==> config.mk <==
export PLATFORM = sky130hd
export DESIGN_NAME = pwm_capture
export DESIGN_NICKNAME = d
export VERILOG_FILES = /design/src/rtl/pwm_pkg.sv /design/src/rtl/bit_sync_edge.sv /design/src/rtl/pwm_capture.sv
export SDC_FILE = /design/constraint.sdc
export NUM_CORES = 1
export LEC_CHECK = 0
export ABC_AREA = 1
export BUFFER_PORTS_ARGS = -buffer_cell sky130_fd_sc_hd__buf_4
export CORE_MARGIN = 2
export CORE_UTILIZATION = 49
export CTS_CLUSTER_SIZE = 25
export DETAILED_ROUTE_END_ITERATION = 12
export PLACE_DENSITY = 0.77
export SLEW_MARGIN = 30
export SYNTH_ARGS = -nofsm -noshare
export SYNTH_HDL_FRONTEND = slang
export SYNTH_SLANG_ARGS = --single-unit
==> constraint.sdc <==
create_clock -name clk -period 3.4 [get_ports clk]
set_input_delay 0.68 -clock clk [delete_from_list [all_inputs] [get_ports clk]]
set_output_delay 0.68 -clock clk [all_outputs]
set_load 0.005 [all_outputs]
==> src/rtl/pwm_pkg.sv <==
// Shared definitions for the PWM generator and the PWM capture block.
package pwm_pkg;
  localparam int PWM_CLK_FREQ = 12_000_000;

  typedef enum logic [1:0] {CAP_IDLE, CAP_ARM, CAP_MEAS} cap_state_t;
endpackage

==> src/rtl/bit_sync_edge.sv <==
// Multi-flop synchronizer for an asynchronous level, with rise/fall strobes
// derived from the synchronized value (strobes are combinational, one cycle wide).
module bit_sync_edge #(
  parameter int SYNC_STAGES = 2
) (
  input  logic clk,
  input  logic rst,
  input  logic i_d,
  output logic o_q,
  output logic o_rise,
  output logic o_fall
);
  logic [SYNC_STAGES-1:0] r_sync;
  logic                   r_prev;

  always_ff @(posedge clk or posedge rst) begin
    if (rst) begin
      r_sync <= '0;
      r_prev <= 1'b0;
    end else begin
      r_sync <= {r_sync[SYNC_STAGES-2:0], i_d};
      r_prev <= r_sync[SYNC_STAGES-1];
    end
  end

  assign o_q    = r_sync[SYNC_STAGES-1];
  assign o_rise = o_q & ~r_prev;
  assign o_fall = ~o_q & r_prev;
endmodule

==> src/rtl/pwm_capture.sv <==
// Measures period and high time of an asynchronous pulse input in clk cycles, and flags a
// stuck input when no rising edge arrives within TIMEOUT_CYCLES of the previous one.
module pwm_capture
  import pwm_pkg::*;
#(
  parameter int  CLK_FREQ       = PWM_CLK_FREQ,
  parameter int  SYNC_STAGES    = 2,
  parameter int  TIMEOUT_CYCLES = 1200000,
  localparam int CNT_W          = $clog2(TIMEOUT_CYCLES + 1)
) (
  input  logic             clk,
  input  logic             rst,
  input  logic             i_pwm,
  input  logic             i_enable,
  output logic [CNT_W-1:0] o_period,
  output logic [CNT_W-1:0] o_high,
  output logic             o_valid,
  output logic             o_stuck,
  output logic             o_level,
  output logic             o_busy
);
  if (SYNC_STAGES < 2 || CLK_FREQ < 1) begin : g_bad_param
    $error("pwm_capture: SYNC_STAGES must be >= 2 and CLK_FREQ positive");
  end

  localparam logic [CNT_W-1:0] CNT_ONE  = CNT_W'(1);
  localparam logic [CNT_W-1:0] CNT_LAST = CNT_W'(TIMEOUT_CYCLES - 1);

  cap_state_t       r_state, w_state_nxt;
  logic [CNT_W-1:0] r_per_cnt, r_hi_cnt, r_period, r_high;
  logic [CNT_W-1:0] w_per_nxt, w_hi_nxt, w_period_nxt, w_high_nxt;
  logic             r_valid, r_stuck, r_level;
  logic             w_valid_nxt, w_stuck_nxt, w_level_nxt;
  logic             w_s, w_rise, w_fall;

  bit_sync_edge #(.SYNC_STAGES(SYNC_STAGES)) u_sync (
    .clk    (clk),
    .rst    (rst),
    .i_d    (i_pwm),
    .o_q    (w_s),
    .o_rise (w_rise),
    .o_fall (w_fall)
  );

  always_comb begin
    w_state_nxt  = r_state;
    w_per_nxt    = r_per_cnt;
    w_hi_nxt     = r_hi_cnt;
    w_period_nxt = r_period;
    w_high_nxt   = r_high;
    w_valid_nxt  = 1'b0;
    w_stuck_nxt  = r_stuck;
    w_level_nxt  = r_level;
    if (!i_enable) begin
      // Abort takes priority over an edge arriving in the same cycle.
      w_state_nxt = CAP_IDLE;
      w_per_nxt   = '0;
      w_hi_nxt    = '0;
    end else begin
      case (r_state)
        CAP_IDLE: w_state_nxt = CAP_ARM;
        CAP_ARM: begin
          if (w_rise) begin
            w_state_nxt = CAP_MEAS;
            w_per_nxt   = CNT_ONE;
            w_hi_nxt    = CNT_ONE;
          end
        end
        CAP_MEAS: begin
          if (w_rise) begin
            w_period_nxt = r_per_cnt;
            w_high_nxt   = r_hi_cnt;
            w_valid_nxt  = 1'b1;
            w_stuck_nxt  = 1'b0;
            w_per_nxt    = CNT_ONE;
            w_hi_nxt     = CNT_ONE;
          end else if (r_per_cnt == CNT_LAST) begin
            // Window would reach TIMEOUT_CYCLES without an edge: input is dead.
            w_stuck_nxt = 1'b1;
            w_level_nxt = w_s;
            w_state_nxt = CAP_ARM;
            w_per_nxt   = '0;
            w_hi_nxt    = '0;
          end else begin
            w_per_nxt = r_per_cnt + CNT_ONE;
            w_hi_nxt  = r_hi_cnt + CNT_W'(w_s);
          end
        end
        default: w_state_nxt = CAP_IDLE;
      endcase
    end
  end

  always_ff @(posedge clk or posedge rst) begin
    if (rst) begin
      r_state   <= CAP_IDLE;
      r_per_cnt <= '0;
      r_hi_cnt  <= '0;
      r_period  <= '0;
      r_high    <= '0;
      r_valid   <= 1'b0;
      r_stuck   <= 1'b0;
      r_level   <= 1'b0;
    end else begin
      r_state   <= w_state_nxt;
      r_per_cnt <= w_per_nxt;
      r_hi_cnt  <= w_hi_nxt;
      r_period  <= w_period_nxt;
      r_high    <= w_high_nxt;
      r_valid   <= w_valid_nxt;
      r_stuck   <= w_stuck_nxt;
      r_level   <= w_level_nxt;
    end
  end

  assign o_period = r_period;
  assign o_high   = r_high;
  assign o_valid  = r_valid;
  assign o_stuck  = r_stuck;
  assign o_level  = r_level;
  assign o_busy   = (r_state == CAP_MEAS);

  a_edges_exclusive : assert property (@(posedge clk) disable iff (rst) !(w_rise && w_fall));
  a_meas_bounds : assert property (@(posedge clk) disable iff (rst)
    r_valid |-> (r_high != '0) && (r_high <= r_period) && (r_period <= CNT_LAST));
endmodule
======== Yosys cells after proc, flatten, opt, wreduce, memory -nomap -nowiden ========
Index checks and enable logic that the tools add are counted.
cells by class
  add/subtract/negate cells ............... 2
  multipliers ............................. 0
  divide/modulo/power cells ............... 0
  $lt $le $gt $ge ......................... 0
  eq/ne operators ......................... 7
  shift operators ......................... 0
  multiplexer cells ....................... 19
  bitwise gates (word level) .............. 3
  reductions and logical operators ........ 7
operators with widths
  kind                     count
  $mux W21                 7
  $pmux W21 S2             2
  $add A21 B1 Y21          1
  $add A21 B1 Y21 const B  1
  $eq A21 B21 Y1 const B   1
  $reduce_and A3 Y1        3
  $mux W2                  4
  $ne A3 B2 Y1 const B     2
  $pmux W2 S3              1
  $mux W1                  5
  $reduce_and A4 Y1        1
  $ne A3 B1 Y1 const B     1
  $ne A3 B3 Y1 const B     1
  $eq A2 B1 Y1 const B     1
  $eq A2 B2 Y1 const B     1
  $logic_not A2 Y1         1
  $not A1 Y1               2
  $reduce_and A2 Y1        1
  $reduce_bool A2 Y1       1
  $and A1 B1 Y1            1
storage, ports and cells
  register bits after elaboration ......... 92
  bits in latches ......................... 0
  RAM bits ................................ 0
  ROM bits ................................ 0
  input port bits ......................... 4
  memories kept ........................... 0

======== Depth between registers and ports, before layout ========
Gate-level depths: netlist of the first run.
  word-level depth ........................ 5
  gate-level depth with buffers ........... 11
  mapped depth without buffers ............ 10

======== Cells and area by module ========
From an unflattened synthesis of the first run, not the netlist that was laid out.
second synthesis, totals
  cells, all modules ...................... 553
  area total of the unflattened synthesis .. 4421.7 um^2
by module, submodules not included
  module         instances  cells an instance  area an instance (um^2)
  pwm_capture    1          545                4327.9
  bit_sync_edge  1          8                  93.8

======== Least setup slack after synthesis of the first run ========
OpenSTA, ideal clock, no wires.
  path type ............................... input-to-reg
  start ................................... input i_enable
  end ..................................... register r_period[14] (netlist: o_period[14])
  data arrival time ....................... 1.461 ns
  data required time ...................... 3.283 ns
  path slack .............................. 1.822 ns
  stages on the path ...................... 7
  path buffers ............................ 2
  path through ............................ inv_1 nor2_1 nand2_1 buf_2 buf_2 nand2_1 nand2_1
on the way
  longest elaborated chain between the ends .. 1
ends and longest elaborated chain
  element                             line                source
  start: declaration                  pwm_capture.sv:14   input logic i_enable,
  $reduce_and A3 Y1 (no source line)  -
  end signal: assignment              pwm_capture.sv:108  r_period <= w_period_nxt;
  end: declaration                    pwm_capture.sv:30   logic [CNT_W-1:0] r_per_cnt, r_hi_cnt, r_period, r_high;
Every way passes these cells.
A chain may end at the register's enable or synchronous reset.

======== Worst setup path in the final report of the first run ========
  start ................................... register r_per_cnt[0]
  end ..................................... register r_per_cnt[1]
on the way
  longest elaborated chain between the ends .. 5
  elaborated cells between the ends (all ways) .. 6
ends and longest elaborated chain
  element                                                   line                                  source
  start: declaration                                        pwm_capture.sv:30
  start signal: assignment                                  pwm_capture.sv:106                    r_per_cnt <= w_per_nxt;
  $add A21 B1 Y21 / $eq A21 B21 Y1 (equally long branches)  pwm_capture.sv:85, pwm_capture.sv:77
  $mux W21 (*)                                              pwm_capture.sv:77                     end else if (r_per_cnt == CNT_LAST) begin
  $mux W21 (*)                                              pwm_capture.sv:70                     if (w_rise) begin
  $pmux W21 S2 (*)                                          pwm_capture.sv:60                     case (r_state)
  $mux W21 (*)                                              pwm_capture.sv:54                     if (!i_enable) begin
Every way passes the cells marked *; elsewhere a longest branch is shown, timed or not.

==> metrics.md, run 1 <==
| Metric | Value |
|---|---|
| Area taken by multi-input logic gates | `around 1900 µm²` |
| Clock Pin Slew Worst Setup and Hold Paths | `0.09 ns` |
| GPL Wtd Cong | `0.893` |
| Die area | `about 10000 µm²` |
| Max Clock Freq | `roughly 530 MHz` |
| Synth Area per Inst | `7.59 µm²` |
| CTS Buffer Depth | `2` |
| Status | `completed` |
| Vias in the first global route | `approximately 3800` |
| Antenna Cells | `0` |
| CP required | `3.61 ns` |
| R2r endpoint | `r_per_cnt[1]$_DFFE_PP0P_` |
| Fillers | `873` |
| Pre-CTS setup slack | `~1.4 ns` |
| Synthesized Nets | `between 600 and 700` |
| DRT Pass-1 Iters | `5` |
| Starting Density | `0.497` |
| IO buf count | `slightly below 50` |
| CP Class | `flip-flop to flip-flop` |
| Final hold slack | `between 0.3 and 0.4 ns` |
| Hold Crit Depth | `0` |
| Setup TNS | `0 ns` |
| Top cell type's share of synthesized area | `0.508` |
| FF+latch area | `2300 µm²` |
| Post-synth EDFFs | `0` |
| Sequential-to-total area share from yosys stat | `0.508` |
| GR Overflow Total | `0` |
| Worst slew pin tran | `approximately 0.7 ns` |
| Peak VDD IR | `between 0.2 and 0.3 mV` |
| Part of the cycle the worst path needs | `0.551` |
| Hold Path Sink | `u_sync.r_sync[1]$_DFF_PP0_` |
| CP cell instances | `ha_1 > nand2_1 > inv_1 > nand2_1 > nor2_2 > nand3_4 > nand2_4 > inv_2 > nand2_1 > o21ai_0` |
| H-tree Lvls | `3` |
| Worst hold path class | `flip-flop to flip-flop` |
| Non-Filler Instances | `761` |
| Reg2reg setup slack | `1.53 ns` |
| WL final | `between 10000 and 15000 µm` |
| Sink Count | `92` |
| First-pass GRT wire length | `17700 µm` |
| Pwr per Cell Area | `around 400 nW/µm²` |
| CTS tree | `yes` |
| Clock Tree Root | `clkbuf_8` |
| Worst Skew | `0.0106 ns` |
| Final Max Tran Viols | `0` |
| Worst R2R Start | `r_per_cnt[0]$_DFFE_PP0P_` |
| Crit-path max cell delay | `around 0.4 ns` |
| Initial antenna violation count | `0` |
| Yosys cell types | `30` |
| GRT Total Usage | `0.221` |
| Layout Nets | `between 600 and 700` |
| Final-report setup violation count | `0` |
| Power, Total | `2.14 mW` |
| # IOs | `50` |
| Post CTS Setup Buffer Count | `0` |
| Slack of the critical path | `about 1.5 ns` |
| Hold Crit Start | `u_sync.r_sync[0]$_DFF_PP0_` |
| Area Growth Syn to Fin | `15.8%` |
| Share of cells above drive strength 1 | `0.138` |
| Residual DRC | `0` |
| Area leader, netlist | `dfrtp_1` |
| DRT iter0 DRCs | `roughly 230` |
| Mapped Area | `4530 µm²` |
| DP HPWL | `7490 µm` |
| Die span in x | `100 µm` |
| Die Ht | `about 100 µm` |
| R2r worst-path depth | `10` |
| Core area | `about 9000 µm²` |
| Post-detailed-route wirelength per cell | `between 10 and 15 µm` |
| Top cells by area, synth | `dfrtp_1 51%, nand2_1 18%, nor2_1 6.3%` |
| Cells after DPL | `between 700 and 800` |
| Pin count of the biggest net entering global routing | `56` |
| Setup crit start kind | `flip-flop` |
| Crit-path max FO | `10` |
| Crit path DAT | `approximately 2.1 ns` |
| Via density | `between 5 and 6` |
| Minimum clock period | `1.87 ns` |
| Rel. slew slack | `0.532` |
| Leakage | `approximately 2.6 nW` |
| Synth Register Bits | `between 90 and 100` |
| Fraction of registers with async set/reset | `1.00` |
| RSZ-0062 raised after global routing | `no` |
| CTS Hold Bufs | `0` |
| WP buf/inv | `2` |
| Crit. End Element | `flip-flop` |
| Worst-Skew Late Latency | `~0.36 ns` |
| Most Frequent Cell on Critical Path | `nand2_1` |
| FP Rows | `35` |
| Final Hold Fails | `0` |
| CP delay by family, top | `simple AND/OR/NAND/NOR gates` |
| ANT nets after route | `0` |
| Vias | `around 4000` |
| MaxCap Viol Count | `0` |
| Resize count post-CTS | `0` |
| Total CTS buffers | `9` |
| Max stage delay cell, worst path | `dfrtp_1` |
| Ys Warns | `0` |
| Syn Inst Count | `~600` |
| Ys flop type | `dfrtp_1` |
[cells in the mapped netlist (2+ instances only)]
| library cell | count |
|---|---|
| a21oi_1 | 5 |
| buf_2 | 7 |
| clkbuf_1 | 6 |
| clkinv_1 | 2 |
| dfrtp_1 | 92 |
| ha_1 | 3 |
| inv_1 | 54 |
| inv_2 | 8 |
| nand2_1 | 220 |
| nand2_2 | 4 |
| nand2_4 | 2 |
| nand3_1 | 36 |
| nand4_1 | 13 |
| nor2_1 | 76 |
| nor2_2 | 3 |
| nor3_1 | 6 |
| o21ai_0 | 12 |
| o21ai_1 | 22 |
| o21bai_1 | 3 |
| o22ai_1 | 2 |
| xor2_1 | 12 |
[state kept, by name, summed over array words and instances, names as in the netlist]
register	cells
o_level	1
o_high	21
o_stuck	1
r_hi_cnt	21
r_state	2
u_sync.r_prev	1
o_period	21
u_sync.r_sync	2
o_valid	1
r_per_cnt	21
[routing by layer]
metal / part of all wire / vias up / global-route usage
li1: - / 1954 / -
met1: 0.47 / 1848 / 0.295
met2: 0.49 / 98 / 0.373
met3: 0.034 / 13 / 0.0286
met4: 0.014 / 0 / 0.0769
met5: 0 / - / 0
[how the worst max path moves through the flow]
stage	slack, ns	cells past startpoint	end	from
2_1_floorplan	0.33	1	o_high[0]$_DFFE_PP0P_	rst
3_3_place_gp	1.42	8	r_hi_cnt[8]$_DFFE_PP0P_	i_enable
3_5_place_dp	1.40	8	r_hi_cnt[8]$_DFFE_PP0P_	i_enable
4_1_cts	1.53	10	r_hi_cnt[14]$_DFFE_PP0P_	r_per_cnt[0]$_DFFE_PP0P_
5_1_grt	1.31	10	r_hi_cnt[18]$_DFFE_PP0P_	u_sync.r_sync[1]$_DFF_PP0_
6_report	1.53	10	r_per_cnt[1]$_DFFE_PP0P_	r_per_cnt[0]$_DFFE_PP0P_
[area by class of cell]
cell class              count  area share
inverters                  65      0.0477
well taps                 111      0.0265
flip-flops and latches     92       0.439
clock inverters             4      0.0186
multi-input cells         425       0.363
clock buffers              11      0.0270
repair buffers             53      0.0782
[per-stage QoR]
stage / cell area, µm² / util
finish: 5250 / 0.576
global route: 5250 / 0.576
CTS: 5250 / 0.576
detailed placement: 5010 / 0.550
global placement: 5010 / 0.550
floorplan: 4530 / -
[worst reg2reg max path: stages, from the launching register on]
cell and delay, ns:
dfrtp_1 0.40, ha_1 0.27, nand2_1 0.08, inv_1 0.07, nand2_1 0.06, nor2_2 0.19
nand3_4 0.19, nand2_4 0.17, inv_2 0.13, nand2_1 0.08, o21ai_0 0.09
[cell usage in the layout (no fill, tap or decap), drive strengths merged]
cell type  instances
a21oi              5
a22oi              1
a31oi              1
buf               53
bufinv             3
clkbuf            11
clkinv             4
clkinvlp           1
dfrtp             92
ha                 3
inv               61
nand2            226
nand3             38
nand3b             1
nand4             13
nor2              80
nor3               6
o21ai             34
o21bai             3
o22ai              2
xor2              12
[kinds of logic after synthesis]
| logic type | after synthesis | synth area share |
|---|---|---|
| buffers and inverters | 80 | 0.0718 |
| DFF | 92 | 0.508 |
| xor gates and xnor gates | 12 | 0.0232 |
| AOI/OAI and AO/OA | 46 | 0.0539 |
| adders and majority gates | 3 | 0.00829 |
| and+or+nand+nor | 364 | 0.335 |
[where the power goes]
part           total (mW)  switching, mW  internal, mW  leakage, nW
sequential           1.12         0.0136          1.11         1.27
combinational       0.123         0.0888        0.0343         1.22
clock               0.891          0.386         0.505        0.116
total                2.14          0.488          1.65         2.61
Note: power is estimated with default switching activity, not from simulation.
==> inputs of run 2 (changes only) <==
--- a/config.mk
+++ b/config.mk
@@ -5,7 +5,7 @@
 export SDC_FILE = /design/constraint.sdc
 export NUM_CORES = 1
 export LEC_CHECK = 0
-export ABC_AREA = 1
+export ABC_AREA = 0
 export BUFFER_PORTS_ARGS = -buffer_cell sky130_fd_sc_hd__buf_4
 export CORE_MARGIN = 2
 export CORE_UTILIZATION = 49
==> constraint.sdc (replaced) <==
create_clock -name clk -period 1.92 [get_ports clk]
set_input_delay 0.384 -clock clk [delete_from_list [all_inputs] [get_ports clk]]
set_output_delay 0.384 -clock clk [all_outputs]
set_load 0.005 [all_outputs]
==> run 2 against run 1 <==
Effect of this change: die area down 6.1%; cell area increased by 2.7%; core utilization increased by 7.3 points; register-to-register slack got worse by 1.5 ns; global-route usage shrank 1.6 points; maximum frequency rose by 1.3%; setup slack got worse by 1.5 ns; combinational power increased by 67%; sequential cell count did not move.
==> metrics.md, run 2 <==
| Metric | Value |
|---|---|
| CP required | `2.18 ns (was 3.61 ns)` |
| CTS Hold Bufs | `0 (unchanged)` |
| Post-synth EDFFs | `0 (unchanged)` |
| Via density | `5.88 (was 5.14)` |
| Commonest non-fill, non-tap cell in the layout | `dfrtp_1 (was nand2_1)` |
| Crit. End Element | `flip-flop (unchanged)` |
| Fillers | `628 (was 873)` |
| RSZ-0062 raised after global routing | `yes (was no)` |
| Die span in x | `97.1 µm (was 100 µm)` |
| Clock Tree Root | `clkbuf_8 (unchanged)` |
| Top cells by area, synth | `dfrtp_1 54%, mux2_2 11%, nand2_1 2.7% (was dfrtp_1 51%, nand2_1 18%, nor2_1 6.3%)` |
| Syn Inst Count | `381 (was 597)` |
| Post-detailed-route wirelength per cell | `16.5 µm (was 13.9 µm)` |
| Share of cells above drive strength 1 | `0.378 (was 0.138)` |
| IO buf count | `49 (unchanged)` |
| Clock Pin Slew Worst Setup and Hold Paths | `0.09 ns (about the same)` |
| H-tree Lvls | `3 (unchanged)` |
| MaxCap Viol Count | `0 (unchanged)` |
| Mapped Area | `4240 µm² (was 4530 µm²)` |
| Ys flop type | `dfrtp_1 (unchanged)` |
| Max Clock Freq | `540 MHz (was 533 MHz)` |
| Top-count cell post-synth | `dfrtp_1 (was nand2_1)` |
| Area Growth Syn to Fin | `26.9% (was 15.8%)` |
| Final Max Tran Viols | `0 (unchanged)` |
| CTS Buffer Depth | `2 (unchanged)` |
| DP HPWL | `6490 µm (was 7490 µm)` |
| Die area | `9420 µm² (was 10000 µm²)` |
| Highest layer used for signal routing | `met4 (unchanged)` |
| Power, Total | `3.79 mW (was 2.14 mW)` |
| Peak VDD IR | `0.434 mV (was 0.262 mV)` |
| FP Rows | `33 (was 35)` |
| CTS tree | `yes (unchanged)` |
| WL final | `9490 µm (was 10600 µm)` |
| Minimum clock period | `1.85 ns (was 1.87 ns)` |
| Antenna Cells | `0 (unchanged)` |
| Final-report setup violation count | `0 (unchanged)` |
| Area leader, netlist | `dfrtp_1 (unchanged)` |
| Worst slew pin tran | `0.466 ns (was 0.702 ns)` |
| Wl on met1 | `4170 µm (was 4920 µm)` |
| ANT nets after route | `0 (unchanged)` |
| CP Class | `flip-flop to flip-flop (unchanged)` |
| Synth Register Bits | `92 (unchanged)` |
| Starting Density | `0.511 (was 0.497)` |
| Ys Warns | `0 (unchanged)` |
| Fraction of registers with async set/reset | `1.00 (unchanged)` |
| Crit-path max cell delay | `0.42 ns (was 0.40 ns)` |
| GPL Wtd Cong | `0.795 (was 0.893)` |
| Max stage delay cell, worst path | `dfrtp_1 (unchanged)` |
| Most frequent cells in the layout | `92 x dfrtp_1, 87 x buf_4, 43 x mux2_2 (was 219 x nand2_1, 92 x dfrtp_1, 76 x nor2_1)` |
| GR Overflow Total | `0 (unchanged)` |
| Leakage | `2.56 nW (was 2.61 nW)` |
| Vias in the first global route | `3304 (was 3801)` |
| Sequential-to-total area share from yosys stat | `0.543 (was 0.508)` |
| Routed met3 length | `457 µm (was 364 µm)` |
| Worst R2R Start | `r_hi_cnt[0]$_DFFE_PP0P_ (was r_per_cnt[0]$_DFFE_PP0P_)` |
| Worst hold path class | `primary input to asynchronous set/reset pin (was flip-flop to flip-flop)` |
| Die Ht | `97.1 µm (was 100 µm)` |
| Rel. slew slack | `0.688 (was 0.532)` |
| Total CTS buffers | `9 (unchanged)` |
| R2r worst-path depth | `7 (was 10)` |
| Reg2reg setup slack | `0.07 ns (was 1.53 ns)` |
| Vias | `3389 (was 3913)` |
| Pwr per Cell Area | `703 nW/µm² (was 407 nW/µm²)` |
| DRT iter0 DRCs | `181 (was 232)` |
| Synthesized Nets | `388 (was 604)` |
| GRT Total Usage | `0.205 (was 0.221)` |
| Synth cell count leaders | `92 x dfrtp_1, 43 x mux2_2, 31 x nand2_1 (was 220 x nand2_1, 92 x dfrtp_1, 76 x nor2_1)` |
| Pin count of the biggest net entering global routing | `34 (was 56)` |
| Core area | `8300 µm² (was 9110 µm²)` |
| Top cell type's share of synthesized area | `0.543 (was 0.508)` |
| Status | `completed (unchanged)` |
| Setup crit start kind | `flip-flop (unchanged)` |
| Synth Area per Inst | `11.1 µm² (was 7.59 µm²)` |
| Initial antenna violation count | `0 (unchanged)` |
| Sink Count | `92 (unchanged)` |
| CP cell instances | `ha_4 > ha_4 > nand2_1 > nor3_2 > nand3_1 > and3_1 > a221o_1 (was ha_1 > nand2_1 > inv_1 > nand2_1 > nor2_2 > nand3_4 > nand2_4 > inv_2 > nand2_1 > o21ai_0)` |
| Worst Skew | `0.00623 ns (was 0.0106 ns)` |
| DRT Pass-1 Iters | `5 (unchanged)` |
| R2r endpoint | `r_hi_cnt[10]$_DFFE_PP0P_ (was r_per_cnt[1]$_DFFE_PP0P_)` |
| Yosys cell types | `51 (was 30)` |
| # IOs | `50 (unchanged)` |
| Crit-path max FO | `3 (was 10)` |
| Crit path DAT | `2.11 ns (was 2.08 ns)` |
| Setup TNS | `0 ns (unchanged)` |
| Part of the cycle the worst path needs | `0.964 (was 0.551)` |
| Residual DRC | `0 (unchanged)` |
| First-pass GRT wire length | `15800 µm (was 17700 µm)` |
| Worst-Skew Late Latency | `0.36 ns (about the same)` |
| Final Hold Fails | `0 (unchanged)` |
| Most Frequent Cell on Critical Path | `ha_4 (was nand2_1)` |
| Layout Nets | `473 (was 653)` |
| DR WL met2 | `4710 µm (was 5120 µm)` |
[run 2: metal layers]
layer  global-route usage  vias up
met5                    0        -
met4               0.0899        0
met3               0.0338       15
met2                0.329       96
met1                0.276     1690
li1                     -     1588
[run 2: how the worst max path moves through the flow]
stage                     cells after the start                  startpoint                  endpoint  slack, ns
after floorplan                               7  u_sync.r_sync[1]$_DFF_PP0_  r_hi_cnt[16]$_DFFE_PP0P_       0.06
after global placement                        8     r_hi_cnt[0]$_DFFE_PP0P_  r_hi_cnt[16]$_DFFE_PP0P_        0.1
after detailed placement                      7     r_hi_cnt[0]$_DFFE_PP0P_  r_hi_cnt[14]$_DFFE_PP0P_       0.01
after CTS                                     7     r_hi_cnt[0]$_DFFE_PP0P_  r_hi_cnt[14]$_DFFE_PP0P_     -0.002
after global routing                          7     r_hi_cnt[0]$_DFFE_PP0P_  r_hi_cnt[10]$_DFFE_PP0P_      -0.02
final                                         7     r_hi_cnt[0]$_DFFE_PP0P_  r_hi_cnt[10]$_DFFE_PP0P_       0.07
[run 2: area by class of cell]
| cell class | count | area [µm²] | area share |
|---|---|---|---|
| clock buffer | 12 | 155 | 0.0288 |
| clock inverter | 4 | 95.1 | 0.0177 |
| inverter | 9 | 37.5 | 0.00697 |
| multi-input combinational | 262 | 1910 | 0.355 |
| sequential | 92 | 2300 | 0.428 |
| tap | 105 | 131 | 0.0244 |
| timing repair buffer | 92 | 753 | 0.140 |
[run 2: stage by stage]
step | util | setup WS [ns] | std cells | area (µm²) | hold WS, ns
after global routing | 0.649 | -0.0248 | 576 | 5390 | 0.0556
after CTS | 0.637 | -0.00167 | 575 | 5280 | 0.0324
after floorplan | - | 0.0625 | 381 | 4250 | 0.331
after global placement | 0.605 | 0.100 | 559 | 5020 | 0.332
after detailed placement | 0.605 | 0.0139 | 559 | 5020 | 0.336
final | 0.649 | 0.0689 | 576 | 5390 | 0.0329
[run 2: what timing repair did]
item / in CTS / in global routing
endpoints found under the setup margin: 1 / 22
gates resized for setup: 2 / 20
buffers inserted: 0 / 1
pin swaps: 0 / 7
[run 2: cells by family after synthesis]
family	Yosys count	share of synthesized area
and+or+nand+nor	123	0.152
DFF	92	0.543
AOI/OAI and AO/OA	88	0.138
muxes	46	0.121
buffers and inverters	27	0.0330
adders and majority gates	3	0.00885
xor gates and xnor gates	2	0.00413
[run 2: where the power goes]
group          internal [mW]  switching (mW)
clock                  0.935           0.678
combinational         0.0847           0.121
sequential              1.95          0.0141
[run 2: worst max-delay path: cells and delay by family (launching register included)]
| kind | cells | cell delay, ns |
|---|---|---|
| AO/OA/AOI/OAI | 1 | 0.25 |
| adder cells (fa/ha/maj) | 2 | 0.34 |
| flip-flops | 1 | 0.42 |
| AND/OR/NAND/NOR | 4 | 0.73 |
